### config.mk
export PLATFORM = sky130hd
export DESIGN_NAME = spi_fsm
export DESIGN_NICKNAME = d
export VERILOG_FILES = /design/src/rtl/spi_fsm_pkg.sv /design/src/rtl/spi_fsm_bit_counter.sv /design/src/rtl/spi_fsm.sv
export SDC_FILE = /design/constraint.sdc
export NUM_CORES = 1
export LEC_CHECK = 0
export ABC_AREA = 1
export BUFFER_PORTS_ARGS = -buffer_cell sky130_fd_sc_hd__buf_2
export CORE_MARGIN = 3
export CORE_UTILIZATION = 45
export CTS_CLUSTER_SIZE = 40
export DETAILED_ROUTE_END_ITERATION = 16
export GPL_ROUTABILITY_DRIVEN = 0
export GPL_TIMING_DRIVEN = 0
export PLACE_DENSITY = 0.77
export SLEW_MARGIN = 10
export SYNTH_ARGS = -nofsm -noshare
export SYNTH_HDL_FRONTEND = slang
export SYNTH_SLANG_ARGS = --single-unit
### constraint.sdc
create_clock -name Clk -period 2.3 [get_ports Clk]
set_input_delay 0.23 -clock Clk [delete_from_list [all_inputs] [get_ports Clk]]
set_output_delay 0.23 -clock Clk [all_outputs]
set_load 0.1 [all_outputs]
### src/rtl/spi_fsm_pkg.sv
// -----------------------------------------------------------------------------
// spi_pkg
// Shared definitions for the SPI slave control FSM.
//  - spi_state_t : 3-bit FSM state encoding
//  - SPI_BITS    : bits per transaction phase (address phase, data phase)
//  - SPI_CNT_W   : bit-counter width (2**SPI_CNT_W > SPI_BITS)
//  - SPI_READ    : value of the R/W bit that selects a read
//  - is_abortable: states whose cs-driven exit counts as an abort
// -----------------------------------------------------------------------------
package spi_pkg;

  localparam int   SPI_BITS  = 8;
  localparam int   SPI_CNT_W = 4;
  localparam logic SPI_READ  = 1'b1;

  typedef enum logic [2:0] {
    IDLE      = 3'd0,
    GET       = 3'd1,
    GOT       = 3'd2,
    RD_LOAD   = 3'd3,
    RD_SEND   = 3'd4,
    WR_RECV   = 3'd5,
    WR_COMMIT = 3'd6,
    DONE      = 3'd7
  } spi_state_t;

  // GET through WR_COMMIT are mid-transaction; leaving them on cs=1 is an abort.
  // DONE is excluded because cs=1 is its normal exit.
  function automatic logic is_abortable(input spi_state_t s);
    logic v;
    case (s)
      GET, GOT, RD_LOAD, RD_SEND, WR_RECV, WR_COMMIT: v = 1'b1;
      default:                                        v = 1'b0;
    endcase
    return v;
  endfunction

endpackage

### src/rtl/spi_fsm_bit_counter.sv
// -----------------------------------------------------------------------------
// spi_bit_counter
// Saturating bit counter shared by the address, read and write phases.
// Ports:
//  i_clk   : system clock
//  i_clr   : synchronous clear, has priority over i_inc
//  i_inc   : count strobe (one per SCLK edge of interest)
//  o_done  : count == BITS
//  o_last  : i_inc while count == BITS-1 (the strobe that completes the phase)
// -----------------------------------------------------------------------------
module spi_bit_counter #(
  parameter int BITS  = 8,
  parameter int CNT_W = 4
) (
  input  logic i_clk,
  input  logic i_clr,
  input  logic i_inc,
  output logic o_done,
  output logic o_last
);

  logic [CNT_W-1:0] r_count;

  // Count strobes; hold at BITS so a stray strobe can never wrap the count.
  always_ff @(posedge i_clk) begin
    if (i_clr) begin
      r_count <= {CNT_W{1'b0}};
    end else if (i_inc && (r_count != CNT_W'(BITS))) begin
      r_count <= r_count + CNT_W'(1);
    end else begin
      r_count <= r_count;
    end
  end

  assign o_done = (r_count == CNT_W'(BITS));
  // Looking one strobe ahead lets the FSM change state on the very edge
  // that samples the final strobe, keeping the enables one cycle later.
  assign o_last = i_inc && (r_count == CNT_W'(BITS - 1));

endmodule

### src/rtl/spi_fsm.sv
// -----------------------------------------------------------------------------
// spi_fsm
// Control FSM for the SPI slave datapath: one byte of 7-bit address + R/W,
// then one data byte read out or written in.
// Ports:
//  Clk       : system clock, rising edge
//  reset     : synchronous active-high reset
//  cs        : conditioned chip select, active low
//  sclk_pos  : one-cycle strobe on rising SCLK edge
//  sclk_neg  : one-cycle strobe on falling SCLK edge
//  rw_bit    : shift-register bit 0 (1 = read, 0 = write)
//  sr_we     : shift-register parallel-load pulse
//  addr_we   : address-latch enable pulse
//  dm_we     : data-memory write-enable pulse
//  miso_buff : MISO tristate enable (1 = drive)
//  err       : sticky abort flag, only present with SPI_FSM_ERR_EN defined
// Configuration macro: SPI_FSM_ERR_EN (adds the err output).
// -----------------------------------------------------------------------------
module spi_fsm
  import spi_pkg::*;
#(
  parameter int BITS  = SPI_BITS,
  parameter int CNT_W = SPI_CNT_W
) (
  input  logic Clk,
  input  logic reset,
  input  logic cs,
  input  logic sclk_pos,
  input  logic sclk_neg,
  input  logic rw_bit,
  output logic sr_we,
  output logic addr_we,
  output logic dm_we,
  output logic miso_buff
`ifdef SPI_FSM_ERR_EN
  ,
  output logic err
`endif
);

  spi_state_t r_state;
  spi_state_t w_next_state;
  logic       w_abort;
  logic       w_cnt_clr;
  logic       w_cnt_inc;
  logic       w_cnt_done;
  logic       w_cnt_last;
  logic       w_phase_end;

  // cs high anywhere outside IDLE wins over every other transition.
  assign w_abort     = cs && (r_state != IDLE);
  assign w_phase_end = w_cnt_last || w_cnt_done;

  // Select which strobe (if any) the current state counts.
  always_comb begin
    w_cnt_inc = 1'b0;
    case (r_state)
      GET, WR_RECV: w_cnt_inc = sclk_pos && !w_abort;
      RD_SEND:      w_cnt_inc = sclk_neg && !w_abort;
      default:      w_cnt_inc = 1'b0;
    endcase
  end

  // Counter is held clear outside the counting states, so every phase starts at 0.
  always_comb begin
    w_cnt_clr = 1'b0;
    case (r_state)
      GET, WR_RECV, RD_SEND: w_cnt_clr = reset || w_abort;
      default:               w_cnt_clr = 1'b1;
    endcase
  end

  spi_bit_counter #(
    .BITS  (BITS),
    .CNT_W (CNT_W)
  ) u_cnt (
    .i_clk  (Clk),
    .i_clr  (w_cnt_clr),
    .i_inc  (w_cnt_inc),
    .o_done (w_cnt_done),
    .o_last (w_cnt_last)
  );

  // Next-state decode.
  always_comb begin
    w_next_state = r_state;
    case (r_state)
      IDLE: begin
        if (!cs) w_next_state = GET;
        else     w_next_state = IDLE;
      end
      GET: begin
        if (w_phase_end) w_next_state = GOT;
        else             w_next_state = GET;
      end
      GOT: begin
        if (rw_bit == SPI_READ) w_next_state = RD_LOAD;
        else                    w_next_state = WR_RECV;
      end
      RD_LOAD:   w_next_state = RD_SEND;
      RD_SEND: begin
        if (w_phase_end) w_next_state = DONE;
        else             w_next_state = RD_SEND;
      end
      WR_RECV: begin
        if (w_phase_end) w_next_state = WR_COMMIT;
        else             w_next_state = WR_RECV;
      end
      WR_COMMIT: w_next_state = DONE;
      DONE: begin
        if (cs) w_next_state = IDLE;
        else    w_next_state = DONE;
      end
      default:   w_next_state = IDLE;
    endcase
    if (w_abort) begin
      w_next_state = IDLE;
    end else begin
      w_next_state = w_next_state;
    end
  end

  // State register with Moore outputs registered from the state being entered,
  // so each enable is exactly the state it belongs to, with no comb path out.
  always_ff @(posedge Clk) begin
    if (reset) begin
      r_state   <= IDLE;
      sr_we     <= 1'b0;
      addr_we   <= 1'b0;
      dm_we     <= 1'b0;
      miso_buff <= 1'b0;
    end else begin
      r_state   <= w_next_state;
      sr_we     <= (w_next_state == RD_LOAD);
      addr_we   <= (w_next_state == GOT);
      dm_we     <= (w_next_state == WR_COMMIT);
      miso_buff <= (w_next_state == RD_SEND);
    end
  end

`ifdef SPI_FSM_ERR_EN
  // Sticky abort flag: set on an abort exit, cleared when a new transaction starts.
  always_ff @(posedge Clk) begin
    if (reset) begin
      err <= 1'b0;
    end else if (cs && is_abortable(r_state)) begin
      err <= 1'b1;
    end else if ((r_state == IDLE) && !cs) begin
      err <= 1'b0;
    end else begin
      err <= err;
    end
  end
`endif

endmodule

# After elaboration in Yosys (flattened, before gate mapping)

Index checks and enable logic that the tools add are counted.
W data, S select, Z words.

Bits in registers: 11
Input port bits: 6
Output and inout port bits: 4
Word-level logic and storage cells: 43

Add/subtract/negate cells: 1
Eq/ne operators: 14
Multiplexer cells: 10
Reduce and logical (&&, ||, !) cells: 12

Operator list:

| kind                  | number |
|---|---|
| $pmux W3 S8           | 1 |
| $eq A3 B3 Y1 const B  | 6 |
| $eq A3 B2 Y1 const B  | 4 |
| $mux W3               | 3 |
| $mux W2               | 3 |
| $logic_and A1 B1 Y1   | 5 |
| $add A4 B1 Y4 const B | 1 |
| $eq A4 B3 Y1 const B  | 1 |
| $eq A4 B4 Y1 const B  | 1 |
| $ne A4 B4 Y1 const B  | 1 |
| $eq A3 B1 Y1 const B  | 1 |
| $logic_not A3 Y1      | 1 |
| $reduce_bool A3 Y1    | 1 |
| $reduce_or A3 Y1      | 1 |
| $logic_or A1 B1 Y1    | 2 |
| $mux W1               | 2 |
| $pmux W1 S2           | 1 |
| $reduce_or A2 Y1      | 1 |
| $logic_not A1 Y1      | 1 |

# Logic depth before layout (Yosys ltp)

Depth in word-level cells: 11
Mapped depth: 11
Mapped depth without buffers: 10

# By module

Synthesis repeated with hierarchy kept, for this count alone.

Cells, all modules: 94
Area total of the unflattened synthesis: 615.6 µm²

Modules (own cells, without submodules):

| module          | times used | cells each | area each (µm²) | seq. area each (µm²) |
|---|---|---|---|---|
| spi_fsm         | 1          | 61         | 390.4           | 140.1 |
| spi_bit_counter | 1          | 33         | 225.2           | 80.1 |

# Worst setup path before layout

No wires, ideal clock.

Kind: reg-to-reg
From: reg u_cnt.r_count[0]
To: reg u_cnt.r_count[2]
Library setup time: 0.116 ns
Data arrival time: 1.154 ns
Data required time: 2.184 ns
Setup slack: 1.030 ns
Cell stages (with the launch flop): 8
Buffers on the path: 0
Path through: dfxtp_1 inv_1 ha_1 nand3_1 nand3_2 nor2_1 nand2_1 and3_1

Word-level cells in the longest chain between the ends: 2
Elaborated cells between the ends (all ways): 3

RTL lines:

| item                                                                  | line                      | RTL |
|---|---|---|
| from (decl)                                                           | spi_fsm_bit_counter.sv:22 | `logic [CNT_W-1:0] r_count;` |
| from (signal assigned)                                                | spi_fsm_bit_counter.sv:27 | `r_count <= {CNT_W{1'b0}};` |
| from (signal assigned)                                                | spi_fsm_bit_counter.sv:29 | `r_count <= r_count + CNT_W'(1);` |
| from (signal assigned)                                                | spi_fsm_bit_counter.sv:31 | `r_count <= r_count;` |
| parallel branches: the longest is 2 deep, another holds $add A4 B1 Y4 | n/a                       |  |

Parallel ways; which one is timed is not known.
A chain may end at the register's enable or synchronous reset.

# Final worst setup path

Ends and elaborated chain as after synthesis.

==> summary.json <==
{
  "synthesis": {
    "compound_cell_area_share_of_the_yosys_netlist_pct": 9.31,
    "synth_seq_area_share_pct": 35.6,
    "yosys-top-cells-area": "dfxtp_1 (36%), inv_1 (9.1%), nand2_2 (7.1%)",
    "synth_xor_xnor_area_share_pct": 0,
    "synth.top_cell.area_share_pct": 35.6,
    "netlist-cell-type-count": 20,
    "yosys-mux-area-fraction_pct": 0,
    "synth_area_leader_cell": "dfxtp_1",
    "synth_fp_nets": 92,
    "post_synth.cell_area_avg_um2": 7.36,
    "synth-simple-area-share_pct": 40.1,
    "synth-seq-cells": 11,
    "synthAdderAreaFrac_pct": 4.05,
    "synth.cell_area_um2": 618,
    "synth_top_family_by_area": "simple AND/OR/NAND/NOR gates",
    "count_of_warnings_emitted_by_yosys": 0,
    "postSynthCellCount": 84
  },
  "critical_path": {
    "sort_of_element_at_the_start_of_the_critical_path": "flop",
    "worst_setup_path_end_kind": "flop",
    "critPathKind": "flop to flop",
    "critical_path_peak_fanout": 7,
    "worst_ep_required_time_ns": 2.47,
    "worst-endpoint-arrival_ns": 1.59
  },
  "die": {
    "die_height_um": 43.1,
    "top_level_ports": 10,
    "design.die.area_um2": 1850,
    "floorplan.rows": 12,
    "core_area_um2": 1200,
    "die_x_um": 43.1,
    "start_util_pct": 51.5
  },
  "clock_network": {
    "cts_resized": 0,
    "clk_pin_slew_worst_paths_ns": 0.07,
    "cts-hold-fix-buffers": 0,
    "ctsHtreeMaxLevel": 1,
    "root_buffer": "clkbuf_4",
    "clock_sink_count": 11,
    "cts_buffers": 3,
    "cts_tree": "built",
    "clkLatencyLatePin_ns": 0.27,
    "cts.repair_timing.setup_buffer_count": 0,
    "cts_max_path_buffers": 2
  },
  "sta": {
    "hold_violations": 0,
    "final.min_clock_period_ns": 1.43,
    "setup_total_negative_slack_ns": 0,
    "hold-worst-slack_ns": 0.178,
    "slew_headroom_pct": 67.7,
    "clock_skew_ns": 0.00143,
    "setup_viol": 0,
    "final.period_utilization_pct": 62.0,
    "achievable-frequency_mhz": 701,
    "max_slew.worst_pin.slew_ns": 0.488,
    "worst_slack_ns": 0.873,
    "unrepaired_setup_endpoints_after_global_routing": "no",
    "timing_max_transition_violations_final": 0
  },
  "pwr": {
    "power.share.combinational_pct": 7.4,
    "power_density_nw_per_um2": 500,
    "power_frac_clock_pct": 37.8,
    "switching_fraction_pct": 24.0,
    "seq_power_share_pct": 54.7,
    "vdd.ir_drop.worst_mv": 0.331,
    "p_switching_uw": 84.9,
    "internal-power_uw": 268,
    "cellLeakagePower_uw": 0.000304
  },
  "grt": {
    "antenna_found_initial": 0,
    "grt_overflow_total": 0,
    "number_of_global_route_vias_before_repair": 517,
    "grtUsageTotal_pct": 15.5,
    "grt_first_pass_wirelength_um": 2190,
    "maximum_number_of_pins_on_one_net_before_global_route_repair": 9
  },
  "route": {
    "detail-route-antenna-nets": 0,
    "detail_route.wirelength_um": 1160,
    "drt_iter0_drc": 6,
    "dr_wl_met3_um": 42,
    "top_layer": "met4",
    "firstDrtPassIters": 4,
    "via_per_inst": 4.75,
    "route.vias.total": 527,
    "drt-wirelength-per-cell_um": 10.5,
    "wl_met1_um": 574,
    "drc_errors": 0,
    "routed-wl-met2_um": 521
  },
  "placement": {
    "dpl.hpwl_um": 932,
    "placement.setup.worst_slack_ns": 0.887,
    "io_buffer_count": 9
  },
  "final_layout": {
    "design.final.nets": 106,
    "layout.cells.most_common": "inv_1",
    "fraction_of_layout_cells_with_a_size_suffix_above_1_pct": 28.9,
    "antenna_cells": 0,
    "finish.utilization_pct": 58.9,
    "mostFrequentLayoutCells": "inv_1 (15), dfxtp_1 (11), nand2_1 (9), buf_2 (9), nor2_1 (8)",
    "area_growth_pct": 14.4
  },
  "job": {
    "max_cap_violations": 0
  },
  "hold_path": {
    "worst_hold_path_type": "primary input to flop"
  },
  "status": {
    "status": "finished clean"
  }
}
## per-layer routing
metal | vias to the layer above | track usage (%)
li1 | 295 | -
met1 | 219 | 19.1
met2 | 9 | 25.1
met3 | 4 | 2.54
met4 | 0 | 9.04
met5 | - | 0
## cell families after synthesis
family | Yosys count
and+or+nand+nor | 45
buffers and inverters | 16
DFF | 11
AOI/OAI and AO/OA | 10
adders and majority gates | 2
## power by group through the flow
stage	Clock, uW	Sequential, uW	Combinational (uW)
global route	144	194	30.3
CTS	136	193	26.3
floorplan	0	197	17.3
detailed placement	0	198	26.2
global placement	0	198	25.4
finish	134	193	26.3
## cell type report
type / count / area (um^2)
fillers: 113 / 494
well taps: 14 / 17.5
plain buffers: 1 / 11.3
repair buffers: 9 / 45.0
clock buffers: 4 / 26.3
multi-input cells: 57 / 330
inverters: 15 / 56.3
flip-flops and latches: 11 / 220
## worst max-delay path, stage by stage, from the launching register on
cell	delay, ns
dfxtp_1	0.38
inv_1	0.07
ha_1	0.20
nand3_1	0.17
nand3_2	0.17
nor2_1	0.13
nand2_1	0.05
and3_1	0.15
## worst paths after layout
| path | start | to | slack [ns] | depth (start not counted) |
|---|---|---|---|---|
| worst max register to register | u_cnt.r_count[0]$_SDFFE_PP0P_ | u_cnt.r_count[2]$_SDFFE_PP0P_ | 0.87 | 7 |
| worst min register to register | u_cnt.r_count[1]$_SDFFE_PP0P_ | u_cnt.r_count[1]$_SDFFE_PP0P_ | 0.50 | 2 |
| worst min-delay path | reset | r_state[0]$_SDFF_PP0_ | 0.18 | 2 |
| worst max-delay path | u_cnt.r_count[0]$_SDFFE_PP0P_ | u_cnt.r_count[2]$_SDFFE_PP0P_ | 0.87 | 7 |
## registers in the layout (all words and copies together), names as in the netlist
name,flops
r_state,3
miso_buff,1
u_cnt.r_count,4
dm_we,1
sr_we,1
addr_we,1
## through the flow
| step | cells | instance area, um^2 | power, uW |
|---|---|---|---|
| floorplan | 84 | 618 | 214 |
| global placement | 107 | 681 | 223 |
| detailed placement | 107 | 681 | 224 |
| CTS | 111 | 707 | 355 |
| global route | 111 | 707 | 368 |
| finish | 111 | 707 | 353 |
## cells in the mapped netlist
cell,number
nand3_2,3
buf_6,1
o21ai_0,2
nand2_2,7
nor3_4,1
a22oi_1,1
o21a_1,1
and3_1,1
nand4_1,2
nor3_1,3
inv_1,15
ha_1,2
nor2_1,8
dfxtp_1,11
o211ai_1,1
a21oi_1,4
o21ai_1,1
nand2_1,9
nor2_2,4
nand3_1,7
Note: power is estimated with default switching activity, not from simulation.
